--- src/rtl/borrow_select_subtractor_seq_pkg.sv ---
// Shared definitions for the borrow-select subtractor: widths, legal n range, FSM states
// and the active-width mask helper.
package borrow_select_subtractor_seq_pkg;

    localparam int unsigned DW   = 5;
    localparam int unsigned LO_W = 2;
    localparam int unsigned HI_W = DW - LO_W;

    localparam logic [2:0] N_MIN = 3'd2;
    localparam logic [2:0] N_MAX = 3'd5;

    typedef enum logic [1:0] {
        StIdle = 2'd0,
        StLow  = 2'd1,
        StSel  = 2'd2,
        StDone = 2'd3
    } state_e;

    // (1 << n) - 1, evaluated one bit wider so that n == DW does not overflow.
    function automatic logic [DW-1:0] mask(input logic [2:0] n);
        logic [DW:0] one;
        logic [DW:0] m;
        one = {{DW{1'b0}}, 1'b1};
        m   = (one << n) - one;
        return m[DW-1:0];
    endfunction

endpackage

--- src/rtl/borrow_select_subtractor_seq_sub_slice.sv ---
// Combinational W-bit slice subtractor: {bout, diff} = a - b - bin.
module borrow_select_subtractor_seq_sub_slice #(
    parameter int unsigned W = 2
) (
    input  logic [W-1:0] a,
    input  logic [W-1:0] b,
    input  logic         bin,
    output logic [W-1:0] diff,
    output logic         bout
);

    logic [W:0] full;

    // The extra top bit goes to 1 exactly when the slice underflows.
    assign full = {1'b0, a} - {1'b0, b} - {{W{1'b0}}, bin};
    assign diff = full[W-1:0];
    assign bout = full[W];

endmodule

--- src/rtl/borrow_select_subtractor_seq.sv ---
// Sequential borrow-select subtractor: the low slice resolves the borrow while both
// speculative high-slice results are registered, then the borrow picks one of them.
module borrow_select_subtractor_seq
    import borrow_select_subtractor_seq_pkg::*;
(
    input  logic          clk,
    input  logic          reset_n,
    input  logic          start,
    input  logic [2:0]    n,
    input  logic [DW-1:0] a,
    input  logic [DW-1:0] b,
    input  logic          bi,
    output logic          busy,
    output logic          done,
    output logic [DW-1:0] diff,
    output logic          bo,
    output logic          err
);

    state_e            state_q, state_d;
    logic [DW-1:0]     a_q, a_d, b_q, b_d;
    logic              bi_q, bi_d;
    logic [2:0]        n_q, n_d;
    logic [LO_W-1:0]   lo_diff_q, lo_diff_d;
    logic              lo_b_q, lo_b_d;
    logic [HI_W-1:0]   hi0_q, hi0_d, hi1_q, hi1_d;
    logic              hi0_b_q, hi0_b_d, hi1_b_q, hi1_b_d;
    logic [DW-1:0]     diff_q, diff_d;
    logic              bo_q, bo_d, err_q, err_d;

    logic [LO_W-1:0]   lo_diff_c;
    logic              lo_b_c;
    logic [HI_W-1:0]   hi0_c, hi1_c;
    logic              hi0_b_c, hi1_b_c;

    logic [HI_W-1:0]   hi_sel;
    logic              hi_sel_b;
    logic [DW:0]       full;
    logic              bo_sel;
    logic              legal;
    logic [DW-1:0]     m_in;

    borrow_select_subtractor_seq_sub_slice #(.W(LO_W)) u_lo (
        .a    (a_q[LO_W-1:0]),
        .b    (b_q[LO_W-1:0]),
        .bin  (bi_q),
        .diff (lo_diff_c),
        .bout (lo_b_c)
    );

    borrow_select_subtractor_seq_sub_slice #(.W(HI_W)) u_hi0 (
        .a    (a_q[DW-1:LO_W]),
        .b    (b_q[DW-1:LO_W]),
        .bin  (1'b0),
        .diff (hi0_c),
        .bout (hi0_b_c)
    );

    borrow_select_subtractor_seq_sub_slice #(.W(HI_W)) u_hi1 (
        .a    (a_q[DW-1:LO_W]),
        .b    (b_q[DW-1:LO_W]),
        .bin  (1'b1),
        .diff (hi1_c),
        .bout (hi1_b_c)
    );

    assign legal    = (n >= N_MIN) && (n <= N_MAX);
    assign m_in     = mask(n);
    assign hi_sel   = lo_b_q ? hi1_q : hi0_q;
    assign hi_sel_b = lo_b_q ? hi1_b_b_sel() : hi0_b_q;

    function automatic logic hi1_b_b_sel();
        return hi1_b_q;
    endfunction

    assign full = {hi_sel_b, hi_sel, lo_diff_q};

    // Operands are masked to n bits, so bit n of the wide result is the bit n-1 borrow.
    always_comb begin
        bo_sel = full[DW];
        case (n_q)
            3'd2:    bo_sel = full[2];
            3'd3:    bo_sel = full[3];
            3'd4:    bo_sel = full[4];
            default: bo_sel = full[DW];
        endcase
    end

    always_comb begin
        state_d   = state_q;
        a_d       = a_q;
        b_d       = b_q;
        bi_d      = bi_q;
        n_d       = n_q;
        lo_diff_d = lo_diff_q;
        lo_b_d    = lo_b_q;
        hi0_d     = hi0_q;
        hi0_b_d   = hi0_b_q;
        hi1_d     = hi1_q;
        hi1_b_d   = hi1_b_q;
        diff_d    = diff_q;
        bo_d      = bo_q;
        err_d     = err_q;
        unique case (state_q)
            StIdle, StDone: begin
                if (!start) begin
                    state_d = StIdle;
                end else if (legal) begin
                    a_d     = a & m_in;
                    b_d     = b & m_in;
                    bi_d    = bi;
                    n_d     = n;
                    state_d = StLow;
                end else begin
                    diff_d  = '0;
                    bo_d    = 1'b0;
                    err_d   = 1'b1;
                    state_d = StDone;
                end
            end
            StLow: begin
                lo_diff_d = lo_diff_c;
                lo_b_d    = lo_b_c;
                hi0_d     = hi0_c;
                hi0_b_d   = hi0_b_c;
                hi1_d     = hi1_c;
                hi1_b_d   = hi1_b_c;
                state_d   = StSel;
            end
            StSel: begin
                diff_d  = full[DW-1:0] & mask(n_q);
                bo_d    = bo_sel;
                err_d   = 1'b0;
                state_d = StDone;
            end
            default: state_d = StIdle;
        endcase
    end

    always_ff @(posedge clk or negedge reset_n) begin
        if (!reset_n) begin
            state_q   <= StIdle;
            a_q       <= '0;
            b_q       <= '0;
            bi_q      <= 1'b0;
            n_q       <= '0;
            lo_diff_q <= '0;
            lo_b_q    <= 1'b0;
            hi0_q     <= '0;
            hi0_b_q   <= 1'b0;
            hi1_q     <= '0;
            hi1_b_q   <= 1'b0;
            diff_q    <= '0;
            bo_q      <= 1'b0;
            err_q     <= 1'b0;
        end else begin
            state_q   <= state_d;
            a_q       <= a_d;
            b_q       <= b_d;
            bi_q      <= bi_d;
            n_q       <= n_d;
            lo_diff_q <= lo_diff_d;
            lo_b_q    <= lo_b_d;
            hi0_q     <= hi0_d;
            hi0_b_q   <= hi0_b_d;
            hi1_q     <= hi1_d;
            hi1_b_q   <= hi1_b_d;
            diff_q    <= diff_d;
            bo_q      <= bo_d;
            err_q     <= err_d;
        end
    end

    assign busy = (state_q == StLow) || (state_q == StSel);
    assign done = (state_q == StDone);
    assign diff = diff_q;
    assign bo   = bo_q;
    assign err  = err_q;

endmodule

--- config.mk ---
export PLATFORM = sky130hd
export DESIGN_NAME = borrow_select_subtractor_seq
export DESIGN_NICKNAME = d
export VERILOG_FILES = /design/src/rtl/borrow_select_subtractor_seq_pkg.sv /design/src/rtl/borrow_select_subtractor_seq_sub_slice.sv /design/src/rtl/borrow_select_subtractor_seq.sv
export SDC_FILE = /design/constraint.sdc
export NUM_CORES = 1
export LEC_CHECK = 0
export CELL_PAD_IN_SITES_DETAIL_PLACEMENT = 1
export CELL_PAD_IN_SITES_GLOBAL_PLACEMENT = 1
export CORE_AREA = 2 2 70 72
export CTS_BUF_LIST = sky130_fd_sc_hd__clkbuf_16
export DETAILED_ROUTE_END_ITERATION = 12
export DIE_AREA = 0 0 72 74
export DONT_BUFFER_PORTS = 1
export PLACE_DENSITY_LB_ADDON = 0.1
export SLEW_MARGIN = 10
export SYNTH_ARGS = -nofsm -noshare
export SYNTH_HDL_FRONTEND = slang
export SYNTH_SLANG_ARGS = --single-unit
--- constraint.sdc ---
create_clock -name clk -period 2.21 [get_ports clk]
set_input_delay 0.5525 -clock clk [delete_from_list [all_inputs] [get_ports clk]]
set_output_delay 0.5525 -clock clk [all_outputs]
set_load 0.05 [all_outputs]
# --- Word level (Yosys, flattened, before mapping) ---
# Cells that the tools add are included.
word_totals:
  ff_bits: 34
  in_bits: 17
  out_inout_bits: 9
  wordCells: 57
op_classes:
  add_sub_neg: 6
  n_lt_le_gt_ge: 2
  n_eq_ne: 8
  shift: 2
  mux: 15
  n_bitwise: 3
  n_reduce_logical: 7
ops:
  columns: ["operator", "count"]
  rows:
  - ["5-bit bitwise AND", 3]
  - ["5-bit two-way mux", 2]
  - ["5-bit case mux with 2 select lines", 1]
  - ["1-bit by 3-bit left shift with 5-bit output (first input constant)", 2]
  - ["5-bit by 1-bit subtractor with 5-bit output (second input constant)", 2]
  - ["3-bit by 2-bit == test with 1-bit output (second input constant)", 2]
  - ["2-bit case mux with 3 select lines", 1]
  - ["3-bit AND reduction", 2]
  - ["1-bit two-way mux", 5]
  - ["2-bit == test (second input constant)", 2]
  - ["2-bit two-way mux", 2]
  - ["2-bit != test (second input constant)", 2]
  - ["1-bit case mux with 2 select lines", 2]
  - ["3-bit by 3-bit subtractor with 4-bit output", 1]
  - ["4-bit by 1-bit subtractor with 4-bit output (second input constant)", 1]
  - ["3-bit == test (second input constant)", 1]
  - ["3-bit by 2-bit greater-or-equal comparator with 1-bit output (second input constant)", 1]
  - ["3-bit <= comparator (second input constant)", 1]
  - ["3-bit two-way mux", 1]
  - ["1-bit case mux with 3 select lines", 1]
  - ["2-bit by 2-bit subtractor with 3-bit output", 1]
  - ["3-bit by 1-bit subtractor with 3-bit output", 1]
  - ["2-bit by 1-bit == test with 1-bit output (second input constant)", 1]
  - ["2-bit logical NOT", 1]
  - ["4 further kinds", 4]

# --- Logic depth before layout (Yosys ltp) ---
logic_depth:
  word_depth: 5
  mapped_depth: 8
  depth_no_buf: 8

# --- Modules after synthesis ---
# A second synthesis with hierarchy kept.
unflattened:
  hier_cells: 186
  hier_area_um2: 1930.6
modules_own_cells:
  columns: ["mod", "instances", "cells_per_inst", "area_each_um2", "seq_area_each_um2"]
  rows:
  - ["borrow_select_subtractor_seq", 1, 146, 1620.3, 850.8]
  - ["borrow_select_subtractor_seq_sub_slice at u_hi0 ...", 2, 16, 123.9, 0.0]
  - ["borrow_select_subtractor_seq_sub_slice at u_lo", 1, 8, 62.6, 0.0]

# --- Worst setup path after synthesis ---
# Ideal clock, no wire load.
synth_timing:
  kind: "in2reg"
  from: "in n[2]"
  to: "reg a_q[4]"
  setup_time_ns: 0.066
  arrival_ns: 1.884
  required_time_ns: 2.144
  slack_ns: 0.261
  cell_stages: 6
  n_path_buf: 1
  cell_sequence: "clkbuf_8 > or3_2 > ha_1 > xor2_1 > nor3_1 > a22o_1"
synth_via:
  elab_chain_len: 3
  word_cells_on_any_way: 7
  classes_between: "1 x add/sub; 2 x order compare; 1 x shift; 1 x bitwise; 2 x reduce/logical"
synth_lines:
  columns: ["item", "line_no", "text"]
  rows:
  - ["from (decl)", "borrow_select_subtractor_seq.sv:9", "input logic [2:0] n,"]
  - ["1-bit by 3-bit left shift with 5-bit output (tied with other cells)", "borrow_select_subtractor_seq_pkg.sv:24", "m = (one << n) - one;"]
  - ["5-bit by 1-bit subtractor with 5-bit output / 1-bit logical AND (equally long branches)", "borrow_select_subtractor_seq_pkg.sv:24, borrow_select_subtractor_seq.sv:67", null]
  - ["5-bit bitwise AND / 3-bit AND reduction (equally long branches)", null, null]
  - ["to (signal assigned)", "borrow_select_subtractor_seq.sv:143", "a_q <= '0;"]
  - ["to (signal assigned)", "borrow_select_subtractor_seq.sv:158", "a_q <= a_d;"]
  - ["to (decl)", "borrow_select_subtractor_seq.sv:21", "logic [DW-1:0] a_q, a_d, b_q, b_d;"]
# Parallel ways exist; a longest one is shown, timed or not.
# A chain may end at the register's enable or synchronous reset.

# --- Final worst setup path ---
layout_timing:
  from: "reg state_q[0]"
  to: "out busy"
layout_via:
  elab_chain_len: 2
  word_cells_on_any_way: 3
  classes_between: "2 x eq/ne; 1 x reduce/logical"
layout_lines:
  columns: ["item", "line_no", "text"]
  rows:
  - ["from (decl)", "borrow_select_subtractor_seq.sv:20", "state_e state_q, state_d;"]
  - ["from (signal assigned)", "borrow_select_subtractor_seq.sv:142", "state_q <= StIdle;"]
  - ["from (signal assigned)", "borrow_select_subtractor_seq.sv:157", "state_q <= state_d;"]
  - ["2-bit by 1-bit == test with 1-bit output / 2-bit == test (equally long branches)", "borrow_select_subtractor_seq.sv:174", "assign busy = (state_q == StLow) || (state_q == StSel);"]
  - ["1-bit logical OR (*)", "borrow_select_subtractor_seq.sv:174", null]
  - ["to (decl)", "borrow_select_subtractor_seq.sv:13", "output logic busy,"]
# Mark *: on every way between the ends. The rest lies on a longest branch, timed or not.

==> impl_metrics.json <==
{
  "status": "completed",
  "setup_slack_ns": 0.271,
  "vias": 1212,
  "nets": 203,
  "die_x_um": 72,
  "finish.utilization_pct": 43.9,
  "synth.cell_area_um2": 1820,
  "power_density_nw_per_um2": 1790,
  "antenna_found_initial": 0,
  "first_pass_iters": 4,
  "cts_resized": 0,
  "ys_top_cells_by_count": "dfrtp_1 (34), nand2_1 (20), inv_1 (17)",
  "yosys.area_share.simple_pct": 11.9,
  "synth-compound-area-share_pct": 13.6,
  "path_clk_slew_ns": 0.05,
  "tns_ns": 0,
  "pre_cts_slack_ns": 0.289,
  "n_antenna_cell": 0,
  "met1_usage_pct": 20.6,
  "drt_wl_total_um": 3760,
  "row_count": 25,
  "peakVddDrop_v": 0.000611,
  "fin_crit_sh_pct": 87.7,
  "r2r-start": "a_q[2]",
  "hold_path_class": "primary input to asynchronous set/reset pin",
  "synthMuxAreaShare_pct": 8.53,
  "start_kind": "register",
  "die_area_um2": 5330,
  "drive_gt1_share_pct": 16.6,
  "crit_buf_inv": 3,
  "max_stage_delay_ns": 0.38,
  "internal-power_w": 0.00209,
  "netlist_instances": 171,
  "yosys.area_share.xor_xnor_pct": 3.30,
  "synth_area_per_cell_um2": 10.6,
  "period_minus_slack_ns": 1.94,
  "arrival_ns": 1.39,
  "clockBufferDepth": 2,
  "critPathSlowestCell": "ha_1",
  "maxSlewHeadroom_pct": 59.3,
  "switchingPower_w": 0.00153,
  "finClkSkew_ns": 0.00293,
  "fmaxAchievable_ghz": 0.516,
  "finalSetupViolations": 0,
  "crit_top_cell": "inv_1",
  "overflow": 0,
  "postCtsSetupRepairBufs": 0,
  "clock-sinks": 34,
  "area_growth_pct": 11.1,
  "worstRegToRegCells": 8,
  "worstSetupPathType": "register to output pin",
  "swShare_pct": 42.3,
  "maxSlewViolCount": 0,
  "io_buffers": 0,
  "worstSkewPairLatency_ns": 0.28,
  "crit_family": "adder cells",
  "grt-busiest-layer": "met2",
  "synth_edf_count": 0,
  "ant_nets": 0,
  "gr-usage-met2_pct": 28.8,
  "r2r_slack_ns": 0.29,
  "rsz0062_at_grt": "no",
  "nFillCells": 509,
  "timing.rr.end": "hi1_q[2]",
  "grt_pass1_wl_um": 6830,
  "cts_tree": "built",
  "synth_top_family_by_area": "compound AO/OA/AOI/OAI gates",
  "grt_max_degree": 35,
  "combinationalPowerShare_pct": 45.6,
  "yosys_warnings": 0,
  "globalplace.congestion": 0.722,
  "grt_pass1_vias": 1414,
  "htreeDepth": 2,
  "ys_seq_area_share_pct": 46.8,
  "yosysTopAreaCellShare_pct": 46.8,
  "pwr-share-seq_pct": 36.4,
  "path_depth": 4,
  "hold_violations": 0,
  "synth_ff_type": "dfrtp_1",
  "cts_root_buffer": "clkbuf_16",
  "grt_usage_pct": 17.1,
  "end_kind": "output pin",
  "cp.required_ns": 1.66,
  "yosysTopAreaCell": "dfrtp_1",
  "via_per_inst": 5.29,
  "synth_cell_types": 36,
  "syn_nets": 200,
  "cp_max_fo": 6,
  "globalRouteMet3Util_pct": 4.20,
  "start_util_pct": 39.5,
  "yosys.area_share.adder_pct": 9.50,
  "synth.most_common_cell": "dfrtp_1",
  "drt-wirelength-per-cell_um": 16.4,
  "drc_errors": 0,
  "p_leak_nw": 0.904,
  "die-height_um": 74,
  "crit_chain": "inv_1 -> ha_1 -> inv_1 -> buf_4",
  "drtIter0Drc": 24,
  "cts_buffers": 5,
  "tightest_slew_ns": 0.611,
  "maxCapViolCount": 0,
  "async_flop_share_pct": 100,
  "synth-seq-cells": 34,
  "power_frac_clock_pct": 17.9,
  "hpwl_um": 2830,
  "hold_buffers": 1,
  "io_pins": 26,
  "core_um2": 4600,
  "yosys-top-cells-area": "dfrtp_1 (47%), mux2_2 (7.4%), ha_1 (6.2%)"
}
## final cells by class
type                            instances  area (µm²)  share of cell area [%]
Clock buffer                            5         125                    6.20
Clock inverter                          3        11.3                   0.558
Inverter                               17        63.8                    3.16
Multi-Input combinational cell        111         851                    42.1
Sequential cell                        34         851                    42.1
Tap cell                               54        67.6                    3.35
Timing Repair Buffer                    5        50.0                    2.48
## flip-flops by register name (all words and copies together) (netlist names)
signal and count:
lo_b_q 1, n_q 3, a_q 5, bo 1
hi1_b_q 1, hi0_b_q 1, diff 5, lo_diff_q 2
b_q 5, state_q 2, bi_q 1, hi0_q 3
hi1_q 3, err 1
## worst max-delay path by stage
stage               startpoint  endpoint  slack (ns)
floorplan                 n[2]    a_q[4]        0.26
detailed placement      a_q[2]  hi1_q[2]        0.29
finish              state_q[0]      busy        0.27
global route            a_q[2]  hi1_q[2]        0.07
CTS                 state_q[0]      busy        0.25
global placement        a_q[2]  hi1_q[2]        0.33
## cell families after synthesis
logic type,after synthesis
simple gates,45
compound gates,34
flops,34
buf+inv,26
mux,14
fa+ha+maj,12
xor+xnor,6
## metrics by stage
step           cell area [µm²]  std cells  total power [W]  hold slack, ns
3_3_place_gp              1860        220          0.00291           0.258
5_1_grt                   2020        229          0.00399           0.113
4_1_cts                   2020        229          0.00369           0.109
3_5_place_dp              1860        220          0.00299           0.258
2_1_floorplan             1820        171          0.00261           0.257
6_report                  2020        229          0.00362           0.104
## power by group through the flow
stage          combinational, W  clock, W  sequential (W)
2_1_floorplan           0.00135         0         0.00126
3_3_place_gp            0.00159         0         0.00132
6_report                0.00165  0.000650         0.00132
5_1_grt                 0.00192  0.000693         0.00138
3_5_place_dp            0.00165         0         0.00134
4_1_cts                 0.00169  0.000673         0.00133
## worst reg2reg max path: cells and delay by family (launching register included)
kind	cells	cell delay, ns
xor+xnor	1	0.12
fa+ha+maj	3	0.84
buf+inv	3	0.20
flops	1	0.38
mux	1	0.27
## cells in the final DEF (no fill, tap or decap), types with 3 or more instances in the layout
| master | n |
|---|---|
| mux2_2 | 12 |
| a32o_1 | 4 |
| o21ai_0 | 8 |
| inv_1 | 17 |
| ha_1 | 9 |
| clkinv_1 | 3 |
| nor2_1 | 10 |
| buf_4 | 4 |
| fa_1 | 3 |
| a22o_1 | 4 |
| a21oi_1 | 5 |
| nand2_1 | 20 |
| clkbuf_16 | 5 |
| nor3b_1 | 3 |
| dfrtp_1 | 34 |
| o21a_1 | 3 |
| xnor2_1 | 3 |
## layer usage
| metal | share of wire [%] | vias to the layer above |
|---|---|---|
| met5 | 0 | - |
| met4 | 2.1 | 0 |
| met3 | 4.1 | 5 |
| met2 | 48 | 26 |
| met1 | 45 | 595 |
| li1 | - | 586 |
Note: power is estimated with default switching activity, not from simulation.
